--- config.mk ---
export PLATFORM = sky130hd
export DESIGN_NAME = psx_ddr_mc_bridge
export DESIGN_NICKNAME = d
export VERILOG_FILES = /design/src/rtl/psx_ddr_pkg.sv /design/src/rtl/psx_ddr_rr_arbiter.sv /design/src/rtl/psx_ddr_mc_bridge.sv
export SDC_FILE = /design/constraint.sdc
export NUM_CORES = 1
export LEC_CHECK = 0
export CORE_AREA = 2 2 399 401
export CTS_CLUSTER_DIAMETER = 200
export CTS_CLUSTER_SIZE = 16
export DETAILED_ROUTE_END_ITERATION = 8
export DIE_AREA = 0 0 401 403
export DONT_BUFFER_PORTS = 1
export PLACE_DENSITY = 0.33
export SYNTH_ARGS = -nofsm -noshare
export SYNTH_HDL_FRONTEND = slang
export SYNTH_SLANG_ARGS = --single-unit
export TNS_END_PERCENT = 20
--- constraint.sdc ---
create_clock -name clk -period 2.81 [get_ports clk]
set_clock_uncertainty 0.1 [all_clocks]
set_input_delay 0.281 -clock clk [delete_from_list [all_inputs] [get_ports clk]]
set_output_delay 0.281 -clock clk [all_outputs]
set_load 0.005 [all_outputs]
--- src/rtl/psx_ddr_pkg.sv ---
`default_nettype none
// ============================================================================
// Module   : psx_ddr_pkg
// Purpose  : Shared types, size encodings and byte-enable helper for the
//            multi-client PSX DDR bridge.
// Revision : 1.0 - initial release
// ============================================================================
package psx_ddr_pkg;

    typedef enum logic [2:0] {
        ST_IDLE    = 3'd0,
        ST_WRITE   = 3'd1,
        ST_RD_REQ  = 3'd2,
        ST_RD_WAIT = 3'd3,
        ST_RD_DONE = 3'd4
    } state_t;

    localparam logic [1:0] SZ_8B  = 2'd0;
    localparam logic [1:0] SZ_32B = 2'd1;

    localparam int BEATS_PER_BLOCK = 4;

    // One halfword-enable bit covers two adjacent bytes of the 64-bit beat.
    function automatic logic [7:0] maskToByteEnable(input logic [3:0] halfMask);
        logic [7:0] be;
        for (int h = 0; h < 4; h++) begin
            be[2*h +: 2] = {2{halfMask[h]}};
        end
        return be;
    endfunction

endpackage
`default_nettype wire

--- src/rtl/psx_ddr_rr_arbiter.sv ---
`default_nettype none
// ============================================================================
// Module   : psx_ddr_rr_arbiter
// Purpose  : Combinational round-robin / fixed-priority grant over requests.
// Revision : 1.0 - initial release
// ============================================================================
module psx_ddr_rr_arbiter #(
    parameter int NUM_CLIENTS = 2,
    parameter int FIXED_PRIO  = 0,
    parameter int ID_W        = (NUM_CLIENTS > 1) ? $clog2(NUM_CLIENTS) : 1
) (
    input  logic                   clk,
    input  logic                   i_rst,
    input  logic [NUM_CLIENTS-1:0] i_request,
    input  logic                   i_accept,
    output logic [NUM_CLIENTS-1:0] o_grantOneHot,
    output logic [ID_W-1:0]        o_grantIdx,
    output logic                   o_grantValid
);

    localparam logic [ID_W-1:0] c_LAST_RESET = ID_W'(NUM_CLIENTS - 1);

    logic [ID_W-1:0] r_lastGrant;
    logic [ID_W-1:0] w_anyIdx;
    logic [ID_W-1:0] w_hiIdx;
    logic            w_anyFound;
    logic            w_hiFound;

    // Descending scan: the last hit is the lowest index, overall and above last_grant.
    always_comb begin
        w_anyIdx   = '0;
        w_hiIdx    = '0;
        w_anyFound = 1'b0;
        w_hiFound  = 1'b0;
        for (int i = NUM_CLIENTS - 1; i >= 0; i--) begin
            if (i_request[i]) begin
                w_anyIdx   = ID_W'(i);
                w_anyFound = 1'b1;
                if (i > int'(r_lastGrant)) begin
                    w_hiIdx   = ID_W'(i);
                    w_hiFound = 1'b1;
                end
            end
        end
    end

    assign o_grantIdx    = (FIXED_PRIO == 0 && w_hiFound) ? w_hiIdx : w_anyIdx;
    assign o_grantValid  = w_anyFound;
    assign o_grantOneHot = w_anyFound ? (NUM_CLIENTS'(1) << o_grantIdx) : '0;

    always_ff @(posedge clk) begin
        if (i_rst) begin
            r_lastGrant <= c_LAST_RESET;
        end else if (i_accept && o_grantValid) begin
            r_lastGrant <= o_grantIdx;
        end
    end

endmodule
`default_nettype wire

--- src/rtl/psx_ddr_mc_bridge.sv ---
`default_nettype none
// ============================================================================
// Module   : psx_ddr_mc_bridge
// Purpose  : Arbitrates N 32-byte-block clients onto one 64-bit Avalon-MM port.
// Revision : 1.0 - initial release
// ============================================================================
module psx_ddr_mc_bridge
    import psx_ddr_pkg::*;
#(
    parameter int NUM_CLIENTS  = 2,
    parameter int ADDR_W       = 15,
    parameter int FIXED_PRIO   = 0,
    localparam int ID_W        = (NUM_CLIENTS > 1) ? $clog2(NUM_CLIENTS) : 1
) (
    input  logic                          clk,
    input  logic                          i_rst,
    input  logic [NUM_CLIENTS-1:0]        i_command,
    input  logic [NUM_CLIENTS-1:0]        i_writeElseRead,
    input  logic [2*NUM_CLIENTS-1:0]      i_commandSize,
    input  logic [NUM_CLIENTS*ADDR_W-1:0] i_targetAddr,
    input  logic [3*NUM_CLIENTS-1:0]      i_subAddr,
    input  logic [16*NUM_CLIENTS-1:0]     i_writeMask,
    input  logic [256*NUM_CLIENTS-1:0]    i_dataClient,
    output logic [NUM_CLIENTS-1:0]        o_busyClient,
    output logic [NUM_CLIENTS-1:0]        o_dataValidClient,
    output logic [255:0]                  o_dataClient,
    output logic [ID_W-1:0]               o_grantId,
    output logic                          o_active,
    output logic [ADDR_W+1:0]             o_targetAddr,
    output logic [2:0]                    o_burstLength,
    input  logic                          i_busyMem,
    output logic                          o_writeEnableMem,
    output logic                          o_readEnableMem,
    output logic [63:0]                   o_dataMem,
    output logic [7:0]                    o_byteEnableMem,
    input  logic                          i_dataValidMem,
    input  logic [63:0]                   i_dataMem
);

    state_t                   r_state;
    state_t                   w_nextState;
    logic                     r_isWrite;
    logic                     r_is32;
    logic [ADDR_W-1:0]        r_addr;
    logic [1:0]               r_lane8;
    logic [15:0]              r_mask;
    logic [255:0]             r_wdata;
    logic [255:0]             r_rdata;
    logic [ID_W-1:0]          r_grantId;
    logic [1:0]               r_beat;

    logic [NUM_CLIENTS-1:0]   w_grantOneHot;
    logic [ID_W-1:0]          w_grantIdx;
    logic                     w_grantValid;
    logic                     w_accept;
    logic [1:0]               w_lane;
    logic                     w_lastBeat;
    logic                     w_unusedSubLsb;

    assign w_unusedSubLsb = ^i_subAddr;

    psx_ddr_rr_arbiter #(
        .NUM_CLIENTS (NUM_CLIENTS),
        .FIXED_PRIO  (FIXED_PRIO),
        .ID_W        (ID_W)
    ) u_arbiter (
        .clk           (clk),
        .i_rst         (i_rst),
        .i_request     (i_command),
        .i_accept      (w_accept),
        .o_grantOneHot (w_grantOneHot),
        .o_grantIdx    (w_grantIdx),
        .o_grantValid  (w_grantValid)
    );

    assign w_accept   = (r_state == ST_IDLE) && !i_rst && w_grantValid;
    assign w_lane     = r_is32 ? r_beat : r_lane8;
    assign w_lastBeat = !r_is32 || (r_beat == 2'(BEATS_PER_BLOCK - 1));

    always_ff @(posedge clk) begin
        if (i_rst) begin
            r_state <= ST_IDLE;
        end else begin
            r_state <= w_nextState;
        end
    end

    always_comb begin
        w_nextState       = r_state;
        o_busyClient      = '1;
        o_writeEnableMem  = 1'b0;
        o_readEnableMem   = 1'b0;
        o_dataValidClient = '0;
        case (r_state)
            ST_IDLE: begin
                if (!i_rst) begin
                    o_busyClient = ~w_grantOneHot;
                end
                if (w_accept) begin
                    w_nextState = i_writeElseRead[w_grantIdx] ? ST_WRITE : ST_RD_REQ;
                end
            end
            ST_WRITE: begin
                o_writeEnableMem = 1'b1;
                if (!i_busyMem && w_lastBeat) begin
                    w_nextState = ST_IDLE;
                end
            end
            ST_RD_REQ: begin
                o_readEnableMem = 1'b1;
                if (!i_busyMem) begin
                    w_nextState = ST_RD_WAIT;
                end
            end
            ST_RD_WAIT: begin
                if (i_dataValidMem && w_lastBeat) begin
                    w_nextState = ST_RD_DONE;
                end
            end
            ST_RD_DONE: begin
                o_dataValidClient = NUM_CLIENTS'(1) << r_grantId;
                w_nextState       = ST_IDLE;
            end
            default: begin
                w_nextState = ST_IDLE;
            end
        endcase
    end

    // Command register and beat counter; read lanes not hit keep old data.
    always_ff @(posedge clk) begin
        if (i_rst) begin
            r_isWrite <= 1'b0;
            r_is32    <= 1'b0;
            r_addr    <= '0;
            r_lane8   <= '0;
            r_mask    <= '0;
            r_wdata   <= '0;
            r_rdata   <= '0;
            r_grantId <= '0;
            r_beat    <= '0;
        end else begin
            if (w_accept) begin
                r_isWrite <= i_writeElseRead[w_grantIdx];
                r_is32    <= (i_commandSize[2*w_grantIdx +: 2] != SZ_8B);
                r_addr    <= i_targetAddr[ADDR_W*w_grantIdx +: ADDR_W];
                r_lane8   <= i_subAddr[3*w_grantIdx+1 +: 2];
                r_mask    <= i_writeMask[16*w_grantIdx +: 16];
                r_wdata   <= i_dataClient[256*w_grantIdx +: 256];
                r_grantId <= w_grantIdx;
                r_beat    <= '0;
            end
            if ((r_state == ST_WRITE && !i_busyMem) ||
                (r_state == ST_RD_WAIT && i_dataValidMem)) begin
                r_beat <= r_beat + 2'd1;
            end
            if (r_state == ST_RD_WAIT && i_dataValidMem) begin
                r_rdata[64*w_lane +: 64] <= i_dataMem;
            end
        end
    end

    assign o_dataClient    = r_rdata;
    assign o_grantId       = r_grantId;
    assign o_active        = (r_state != ST_IDLE);
    assign o_targetAddr    = {r_addr, (r_is32 ? 2'b00 : r_lane8)};
    assign o_burstLength   = r_is32 ? 3'd4 : 3'd1;
    assign o_dataMem       = o_writeEnableMem ? r_wdata[64*w_lane +: 64] : 64'd0;
    assign o_byteEnableMem = o_writeEnableMem ? maskToByteEnable(r_mask[4*w_lane +: 4]) : 8'd0;

endmodule
`default_nettype wire

**Yosys cells after proc, flatten, opt, wreduce, memory -nomap -nowiden**

Cells that the tools add are included.

- ROM bits: 0
- Memories: 0
- Logic and storage cells: 83
- Memory bits (writable): 0
- Latch bits: 0
- Output and inout port bits: 356
- Bits in registers: 553

- Shift operators: 11
- Eq/ne operators: 9
- Reduce and logical (&&, ||, !) cells: 17
- $mul: 2
- Divide/modulo/power cells: 0
- Mux-type cells: 28
- Bitwise operators: 1
- Magnitude comparators: 2
- Add/subtract/negate cells: 3

Operator list:

| operator | count |
|---|---|
| $shiftx A512 B10 Y256 | 1 |
| $bwmux W256 | 1 |
| $shift A64 B34 Y256 const A | 1 |
| $shiftx A256 B9 Y64 | 1 |
| $shiftx A64 B34 Y256 | 1 |
| $mux W64 | 1 |
| $neg A8 Y34 | 1 |
| $shiftx A32 B6 Y16 | 1 |
| $shiftx A30 B6 Y15 | 1 |
| $mux W2 | 9 |
| $shiftx A16 B5 Y4 | 1 |
| $mux W3 | 5 |
| $pmux W3 S4 | 1 |
| $mux W1 | 10 |
| $mux W8 | 1 |
| $logic_and A1 B1 Y1 | 7 |
| $eq A3 B2 Y1 const B | 2 |
| $ne A2 B2 Y1 const B | 3 |
| $shiftx A6 B5 Y2 | 1 |
| $mul A4 B1 Y5 const A | 1 |
| $add A3 B1 Y4 const B | 1 |
| $reduce_and A4 Y1 | 1 |
| $reduce_bool A2 Y1 | 2 |
| $shiftx A4 B3 Y2 | 1 |
| other kinds (14) | 18 |

**Depth between registers and ports, before layout**

- Depth after elaboration: 9
- Mapped depth: 11

**Modules after synthesis**

Synthesis repeated with hierarchy kept, for this count alone.

- Cell total of the unflattened synthesis: 2477
- Area, all modules: 23866.6 um^2

By module, submodules not included:

| module | area an instance (um^2) | instances | sequential area each (um^2) | cells each |
|---|---|---|---|---|
| psx_ddr_mc_bridge | 23791.6 | 1 | 11050.6 | 2468 |
| psx_ddr_rr_arbiter | 75.1 | 1 | 20.0 | 9 |

**Worst setup path before layout**

No wires, ideal clock.

- Path type: register to register
- Start: register r_is32
- End: register r_rdata[100] (netlist: o_dataClient[100])
- Path slack: 29 ps
- Arrival: 2564 ps
- Library setup time: 117 ps
- Cell stages (with the launch flop): 12
- Data required time: 2593 ps
- Cell sequence: dfxtp_1 > mux2_2 > buf_2 > inv_2 > buf_2 > buf_2 > ha_1 > clkbuf_1 > nand2_1 > clkbuf_1 > nor3_1 > a22o_1

- Cells in the longest elaborated chain, start to end: 4

Ends and longest elaborated chain:

| what | line | text |
|---|---|---|
| start: declaration | psx_ddr_mc_bridge.sv:43 | `logic r_is32;` |
| start signal: assignment | psx_ddr_mc_bridge.sv:145 | `r_is32 <= (i_commandSize[2*w_grantIdx +: 2] != SZ_8B);` |
| $mux W2 * | psx_ddr_mc_bridge.sv:77 | `assign w_lane = r_is32 ? r_beat : r_lane8;` |
| $neg A8 Y34 * | psx_ddr_mc_bridge.sv:158 | `r_rdata[64*w_lane +: 64] <= i_dataMem;` |
| $shiftx A64 B34 Y256 or $shift A64 B34 Y256 (tied branches) | psx_ddr_mc_bridge.sv:158 |  |
| $bwmux W256 * | psx_ddr_mc_bridge.sv:158 |  |
| end signal: indexed assignment | psx_ddr_mc_bridge.sv:158 |  |
| end: declaration | psx_ddr_mc_bridge.sv:48 | `logic [255:0] r_rdata;` |

Mark *: on every way between the ends. The rest lies on a longest branch, timed or not.
A chain may end at the register's enable or synchronous reset.

**Worst setup path after layout**

- Start: register r_is32
- End: output o_dataMem[48]

- Cells in the longest elaborated chain, start to end: 3

Ends and longest elaborated chain:

| what | line | text |
|---|---|---|
| $mux W2 | psx_ddr_mc_bridge.sv:77 |  |
| $shiftx A256 B9 Y64 | psx_ddr_mc_bridge.sv:168 | `assign o_dataMem = o_writeEnableMem ? r_wdata[64*w_lane +: 64] : 64'd0;` |
| $mux W64 | psx_ddr_mc_bridge.sv:168 |  |
| end: declaration | psx_ddr_mc_bridge.sv:34 | `output logic [63:0] o_dataMem,` |

Every way passes these cells.

==> results by group <==
Run status
  • Status: finished, violations left
  • Failing checks: setup timing

Worst setup path
  • Worst Setup End Kind: output pin
  • CP Data Arrival Time: 2460 ps
  • Crit path max fanout: 32
  • Worst EP required: 2430 ps
  • R2r worst-path depth: 8
  • Nature of the critical path startpoint: flop
  • Crit Path Class: reg2out

Logic synthesis
  • Async SR Flop Fraction: 0%
  • Cells after synthesis: 2,341
  • Dominant cell type by area after synthesis: dfxtp_1
  • Number of synthesized flops with an enable pin: 0
  • Post-synthesis sequential area ratio: 47.2%
  • Synth warn: 0
  • Main flop type after synthesis: dfxtp_1
  • Count leader, synth: dfxtp_1
  • Syn Nets: 3,003
  • Distinct cells, synth: 52
  • Syn Area/Cell: about 10 µm²
  • Synth top area share: between 40% and 50%
  • Most instantiated cells after synthesis: dfxtp_1 (553), a221o_1 (257), and3_1 (257), clkbuf_1 (200), mux2i_1 (137)
  • Largest cells by area after synthesis: dfxtp_1 (47%), a221o_1 (11%), and3_1 (6.8%), mux2i_1 (5.8%), o2bb2ai_1 (4.8%)
  • Cell Area, Synth: roughly 23,000 µm²
  • Yosys reg bits: 553

Die
  • Die width: roughly 400 µm
  • Die ar.: 162,000 µm²
  • # rows: ~150
  • Initial Util: 14.9%
  • Die Height: 403 µm
  • I/O pin cnt: around 1,000
  • Core Area: ~160,000 µm²

GRT
  • Largest net degree at the start of global routing: around 160
  • Number of global-route vias before repair: roughly 24,000
  • First-pass GRT wire length: between 150,000 and 200,000 µm
  • Total Routing Usage GR: between 10% and 20%
  • Total grt overflow: 0
  • Antenna violations before repair: 50

Power and ir drop
  • Switching power: between 7 and 8 mW
  • Internal: ~15 mW
  • Net Sw Frac: between 30% and 40%
  • Peak VDD IR: around 0.36 mV
  • Comb pwr share: ~32%
  • Clock network power share: 26.0%
  • Pwr dens: ~630 nW/µm²
  • Leak pwr: approximately 14 nW
  • Seq pwr share: 41.8%

STA
  • Final worst slack: -31.5 ps
  • Tcrit/Tclk final: 101%
  • Final Hold Violating Endpoints: 0
  • Fmax: approximately 350 MHz
  • Min cycle time layout: roughly 2800 ps
  • Final setup fails: 7
  • Least-Margin Pin Slew: around 900 ps
  • Slew HR: between 40% and 50%
  • Slew Viols, Final: 0
  • RSZ-0062 raised after global routing: yes

Placement
  • # port buffers: 0
  • Gp weighted congestion: slightly above 0.8
  • DP Area: around 26,000 µm²
  • DP HPWL: between 100,000 and 150,000 µm
  • Placed Cells: ~4,300

Route
  • Final ANT Viol Nets: 0
  • DR DRC count: 0
  • Via-to-Cell Ratio: approximately 4.6
  • Final Routed Wirelength: between 100,000 and 150,000 µm
  • Post-DR wirelength/cell: ~29 µm
  • Number of detailed-route iterations in the first pass: 5
  • First DRT Iteration DRCs: roughly 1,800
  • Vias: roughly 23,000

Cells and area
  • Area Growth Syn to Fin: 50.9%
  • Layout cells sized above 1: just over 10%
  • Post-Layout Cell Count: a little over 5,000
  • Fill count: roughly 17,000
  • Fin nets: approximately 3,600
  • Final Instance Area: around 35,000 µm²

CTS
  • Clock-pin slew on the worst setup and hold paths: 100 ps
  • CTS H-tree depth: 2
  • CTS root buffer: clkbuf_16
  • Clock Path Buffers: 3
  • Num Clock Sinks: roughly 550
  • TritonCTS clock tree: built
  • Cts bufs inserted: 40
  • Worst skew pair latency: 640 ps

Worst hold path
  • Cells on Worst Hold Path: 2
  • Worst hold path type: in2reg

Run
  • Max-cap viol count: 0
==> cell families after synthesis <==
logic type / count (synthesis) / synth area share (%)
buffers and inverters: 294 / 5.24
and+or+nand+nor: 621 / 16.2
muxes: 139 / 5.94
AOI/OAI and AO/OA: 727 / 25.1
adders and majority gates: 6 / 0.320
DFF: 553 / 47.2
other: 1 / 0.0160
==> through the flow <==
stage / setup WS (ps) / hold WS [ps] / power, mW / util, % / TNS, ps
finish: -31.5 / 3.60 / 22.4 / 22.5 / -92.0
detailed placement: 182 / 270 / 14.9 / 16.8 / 0
floorplan: 28.7 / 305 / 12.5 / - / 0
CTS: -142 / 0.751 / 22.5 / 22.2 / -3810
global route: -154 / 19.1 / 23.4 / 22.5 / -3410
global placement: 202 / 270 / 14.9 / 16.8 / 0
==> final cells by class <==
| type | count | area (µm²) | share of cell area (%) |
|---|---|---|---|
| well taps | 2072 | 2590 | 7.32 |
| repair inverters | 1 | 8.76 | 0.0247 |
| clock buffers | 41 | 1030 | 2.90 |
| multi-input cells | 1494 | 11800 | 33.3 |
| inverters | 8 | 56.3 | 0.159 |
| clock inverters | 3 | 26.3 | 0.0742 |
| flip-flops and latches | 553 | 11100 | 31.3 |
| diodes | 24 | 60.1 | 0.170 |
| repair buffers | 830 | 8780 | 24.8 |
==> layer usage <==
metal	vias up	share of wire (%)	track usage [%]
met4	12	1.8	3.42
met3	154	7.7	4.43
met2	1031	48	29.1
met1	11500	42	21.1
li1	10300	-	-
met5	-	0.048	0
==> path summary, 6_finish.rpt <==
path	start	to	slack (ps)
setup / recovery	r_is32	o_dataMem[48]	-30
hold / removal	i_dataMem[63]	o_dataClient[255]	4
setup reg to reg	r_is32	o_dataClient[126]	230
hold reg to reg	o_dataClient[213]	o_dataClient[213]	390
==> what timing repair did <==
action,in CTS,in global routing
resized for setup,79,57
endpoints found under the setup margin,74,84
pin swaps,8,11
buffers inserted,18,15
hold buffers,660,0
gates cloned,7,1
hold endpoints to repair,523,0
==> flip-flops by register name (all words and copies together), names as in the netlist <==
signal / cells
r_addr: 15
r_is32: 1
r_beat: 2
r_lane8: 2
u_arbiter.r_lastGrant: 1
r_state: 3
r_wdata: 256
r_mask: 16
o_dataClient: 256
o_grantId: 1
==> placed cells by master (no fill, tap or decap), types with 66 or more instances in the layout <==
cell type,netlist,final
a21oi_1,99,96
a221o_1,257,257
and3_1,257,257
buf_4,9,92
dfxtp_1,553,547
dlygate4sd3_1,0,658
mux2i_1,137,111
nand2_1,70,67
nand2b_1,71,71
nand4_1,66,66
nor3_1,69,68
o2bb2ai_1,128,128
==> power groups by stage <==
stage	Sequential (mW)	Combinational, mW	Clock (mW)
2_1_floorplan	9.16	3.34	0
3_3_place_gp	9.48	5.43	0
3_5_place_dp	9.47	5.43	0
4_1_cts	9.32	7.05	6.13
5_1_grt	9.45	7.68	6.29
6_report	9.38	7.20	5.83
==> worst max-delay path: stages, from the launching register on <==
cell and delay (ps):
dfxtp_4 400, buf_4 130, mux2i_4 280, inv_2 150, nand2_8 160, buf_16 240
o22ai_1 110, buf_4 170, buf_6 120
Note: power is estimated with default switching activity, not from simulation.
